===== src/rtl/operand_fetch_stage.sv =====
// Operand fetch stage: drives register file reads, forwards MEM/WB results,
// stalls on EX producers and holds resolved operands in the ID/EX register.
module operand_fetch_stage #(
   parameter int DATA_W = 32,
   parameter int AW     = 4,
   parameter int CTRL_W = 16
) (
   input  logic              clk,
   input  logic              rst_n,
   input  logic              in_valid,
   output logic              in_ready,
   input  logic [DATA_W-1:0] in_pc,
   input  logic [AW-1:0]     in_ra1,
   input  logic [AW-1:0]     in_ra2,
   input  logic [AW-1:0]     in_dst,
   input  logic [CTRL_W-1:0] in_ctrl,
   output logic [AW-1:0]     rf_ra1,
   output logic [AW-1:0]     rf_ra2,
   output logic [DATA_W-1:0] rf_r15,
   input  logic [DATA_W-1:0] rf_rd1,
   input  logic [DATA_W-1:0] rf_rd2,
   input  logic              ex_we,
   input  logic [AW-1:0]     ex_wa,
   input  logic              mem_we,
   input  logic [AW-1:0]     mem_wa,
   input  logic [DATA_W-1:0] mem_wd,
   input  logic              wb_we,
   input  logic [AW-1:0]     wb_wa,
   input  logic [DATA_W-1:0] wb_wd,
   input  logic              flush,
   output logic              out_valid,
   input  logic              out_ready,
   output logic [DATA_W-1:0] out_op1,
   output logic [DATA_W-1:0] out_op2,
   output logic [AW-1:0]     out_dst,
   output logic [CTRL_W-1:0] out_ctrl,
   output logic [DATA_W-1:0] out_pc
);

   localparam logic [AW-1:0] PC_REG = AW'(15);

   logic [DATA_W-1:0] pc_plus8;
   logic [DATA_W-1:0] op1_res;
   logic [DATA_W-1:0] op2_res;
   logic              hazard;
   logic              accept;
   logic              load_en;

   // Reading r15 returns PC+8; writes to r15 redirect the PC and are never forwarded.
   function automatic logic [DATA_W-1:0] resolve(
      input logic [AW-1:0]     ra,
      input logic [DATA_W-1:0] rd,
      input logic [DATA_W-1:0] pc8
   );
      if (ra == PC_REG)
         return pc8;
      else if (mem_we && mem_wa != PC_REG && mem_wa == ra)
         return mem_wd;
      else if (wb_we && wb_wa != PC_REG && wb_wa == ra)
         return wb_wd;
      else
         return rd;
   endfunction

   assign pc_plus8 = in_pc + DATA_W'(8);
   assign rf_ra1   = in_ra1;
   assign rf_ra2   = in_ra2;
   assign rf_r15   = pc_plus8;

   assign op1_res = resolve(in_ra1, rf_rd1, pc_plus8);
   assign op2_res = resolve(in_ra2, rf_rd2, pc_plus8);

   // EX results are not yet available to forward, so a match there must wait a cycle.
   assign hazard   = in_valid && ex_we && (ex_wa != PC_REG) &&
                     ((ex_wa == in_ra1) || (ex_wa == in_ra2));
   assign load_en  = !out_valid || out_ready;
   assign in_ready = load_en && !hazard;
   assign accept   = in_valid && in_ready;

   always_ff @(posedge clk or negedge rst_n) begin
      if (!rst_n) begin
         out_valid <= 1'b0;
         out_op1   <= '0;
         out_op2   <= '0;
         out_dst   <= '0;
         out_ctrl  <= '0;
         out_pc    <= '0;
      end else if (flush) begin
         out_valid <= 1'b0;
      end else if (load_en) begin
         out_valid <= accept;
         if (accept) begin
            out_op1  <= op1_res;
            out_op2  <= op2_res;
            out_dst  <= in_dst;
            out_ctrl <= in_ctrl;
            out_pc   <= in_pc;
         end
      end
   end

endmodule


===== config.mk =====
export PLATFORM = sky130hd
export DESIGN_NAME = operand_fetch_stage
export DESIGN_NICKNAME = d
export VERILOG_FILES = /design/src/rtl/operand_fetch_stage.sv
export SDC_FILE = /design/constraint.sdc
export NUM_CORES = 1
export LEC_CHECK = 0
export CORE_MARGIN = 1.5
export CORE_UTILIZATION = 40
export CTS_BUF_LIST = sky130_fd_sc_hd__clkbuf_16
export DETAILED_ROUTE_END_ITERATION = 10
export PLACE_DENSITY = 0.78
export RECOVER_POWER = 50
export SYNTH_ARGS = -nofsm -noshare
export SYNTH_HDL_FRONTEND = slang
export SYNTH_SLANG_ARGS = --single-unit

===== constraint.sdc =====
create_clock -name clk -period 4.37 [get_ports clk]
set_input_delay 1.0925 -clock clk [delete_from_list [all_inputs] [get_ports clk]]
set_output_delay 1.0925 -clock clk [all_outputs]
set_load 0.02 [all_outputs]

==> impl_metrics.yaml <==
final_layout:
  layout_commonest_cell: "clkdlybuf4s50_1"
  drive_gt1_share_pct: 19.1
  final_cell_mix: "263 x clkdlybuf4s50_1, 117 x dfrtp_1, 116 x buf_4, 94 x nand2_1, 77 x dlygate4sd3_1"
  nNetsFinal: 1507
  post-route-util_pct: 67.1
  area_growth_pct: 65.2
  seqCellArea_mm2: 0.00293
  multi_input_area_mm2: 0.00451
  fillCellCount: 1580
  final_cell_area_mm2: 0.0130
  diodes: 0
critical_path:
  required_ns: 3.28
  crit_fanout: 8
  cp-start-kind: "input port"
  crit_arrival_ns: 3.25
  path_class: "input port to primary output"
  endpoint_kind: "primary output"
  r2r_cells: 5
power:
  power_density_mw_per_mm2: 349
  finalPower_uw: 4530
  p_leak_uw: 0.00495
  peakVddDrop_mv: 0.264
job:
  maxCapViolCount: 1
sta:
  fin_crit_sh_pct: 99.4
  layout_min_cycle_time_ns: 4.34
  timing.fmax_ghz: 0.230
  hold_viol: 0
  grt_setup_unrepaired: "no"
  finalSetupViolCount: 0
  drv_slew: 77
  hold_ws_ns: 0.497
  relSlewSlack_pct: -37.6
  clock-skew-final_ns: 0.00634
  setup_tns_ns: 0
  worst_pin_slew_ns: 2.06
drt:
  dr.first_iter.drc_count: 898
  wire_per_inst_um: 22.4
  drc: 0
  wirelength_mm: 35.2
  num_vias: 9531
  via_per_inst: 6.05
  drtPass1Iterations: 5
  ant_nets: 0
die:
  die_y_um: 143
  fp.dieW_um: 143
  start_util_pct: 40.6
  num_rows: 51
  ios: 366
  die_area_mm2: 0.0205
  core_mm2: 0.0193
logic_synthesis:
  netlist_area_mm2: 0.00785
  synth_edf_count: 0
  synth-seq-cells: 117
  synth_cell_types: 45
  synth_nets: 1103
  yosys_most_used_dff: "dfrtp_1"
  ys.warnings.count: 0
  syn_area_per_cell_um2: 8.78
  syn_inst: 894
  yosysSeqAreaShare_pct: 37.3
  synth-async-reset-ratio_pct: 100
placed_design:
  portBuffers: 365
  gp_congestion: 0.927
  place_area_mm2: 0.0123
  hpwlAfterDp_mm: 24.9
global_route:
  grt_pass1_wl_mm: 52.6
  grt_max_degree: 77
  antenna_found_initial: 0
  first_global_vias: 9411
  grt_usage_pct: 33.7
  grt_overflow: 0
clocking:
  clock_sinks: 117
  cts_buffers: 17
  clk_pin_slew_ns: 0.06
  cts_hold_buf: 0
  cts_tree: "yes"
  cts-root-buf: "clkbuf_16"
  cts_max_level: 4
  clock_latency_ns: 0.41
  cts_max_path_buffers: 2
min_path:
  hold_depth: 1
  hold_class: "register to register"
status:
  violations: "max-capacitance violations, max-slew violations"
  outcome: "complete, but fails checks"
synthesized netlist by cell type, drive strengths merged (3+ instances only):
cell / count / area share [%]
buf: 34 / 2.7
o31a: 8 / 0.89
nand3: 21 / 1.3
nor2: 6 / 0.29
o221ai: 20 / 2.2
nor3: 50 / 3.4
a31oi: 64 / 5.1
or2: 14 / 1.1
o21a: 23 / 2.2
mux2: 52 / 7.5
nand4: 15 / 1.4
o21ai: 67 / 4.3
nand2: 98 / 4.7
and2: 4 / 0.32
and4: 9 / 1.0
dfrtp: 117 / 37
and3: 24 / 1.9
inv: 3 / 0.14
o22ai: 20 / 1.6
xnor2: 25 / 2.8
a311o: 44 / 5.6
a21oi: 68 / 4.3
xor2: 15 / 1.7
or4: 3 / 0.33
nor4: 14 / 1.8
clkbuf: 69 / 3.3
through the flow:
step                setup WS, ns  cells
global placement          -0.395   1539
CTS                      0.00493   1575
detailed placement        -0.378   1539
finish                    0.0255   1576
floorplan                  0.574    894
global route          0.00000511   1576
layer usage:
layer / wire length (um) / up-vias / global-route usage [%]
li1: - / 4216 / -
met1: 13400 / 4542 / 41.3
met2: 16700 / 663 / 55.6
met3: 3840 / 110 / 9.19
met4: 1230 / 0 / 14.7
met5: 0 / - / 0
sequential cells by signal (all words and copies together) (netlist names):
name	flops
out_dst	4
out_ctrl	16
out_op2	32
out_pc	32
out_valid	1
out_op1	32
final timing paths:
check / start / to / slack, ns
max: in_pc[3] / rf_r15[24] / 0.03
min: out_pc[16]$_DFFE_PN0P_ / out_pc[16]$_DFFE_PN0P_ / 0.50
min reg2reg: out_pc[16]$_DFFE_PN0P_ / out_pc[16]$_DFFE_PN0P_ / 0.50
max reg2reg: out_valid$_DFFE_PN0P_ / out_pc[3]$_DFFE_PN0P_ / 2.40
max in group asynchronous: rst_n / out_op2[14]$_DFFE_PN0P_ / 0.86
min in group asynchronous: rst_n / out_valid$_DFFE_PN0P_ / 1.25
critical path: stages:
cell and delay, ns:
clkdlybuf4s50_1 0.49, buf_4 0.15, nand3_1 0.12, or4_4 0.44
buf_4 0.19, o31a_1 0.29, or2_2 0.31, buf_2 0.17
report_power, final:
group | switching [uW] | leakage [uW] | internal [uW]
clock network | 578 | 0.000301 | 912
logic | 843 | 0.00332 | 785
registers | 115 | 0.00133 | 1290
kinds of logic (layout without fill, tap and decap cells):
family,after synthesis,in the layout,synth area share (%)
AO/OA/AOI/OAI,315,315,26.4
XOR/XNOR,40,40,4.46
adder cells (fa/ha/maj),1,1,0.159
buffers and inverters,106,522,6.15
flip-flops,117,117,37.3
multiplexers,54,54,7.72
AND/OR/NAND/NOR,261,262,17.9
timing repair:
action / in CTS / in global routing
setup endpoints to repair: 15 / 8
resized for setup: 61 / 6
pin swaps: 3 / 2
setup buffers: 3 / 1
gates cloned: 1 / 0
area by class of cell:
cell class | count | share of cell area, %
Clock inverter | 15 | 1.49
Timing Repair Buffer | 487 | 35.2
Sequential cell | 117 | 22.6
Multi-Input combinational cell | 672 | 34.8
Inverter | 3 | 0.0868
Tap cell | 265 | 2.56
Clock buffer | 17 | 3.28
Note: power is estimated with default switching activity, not from simulation.
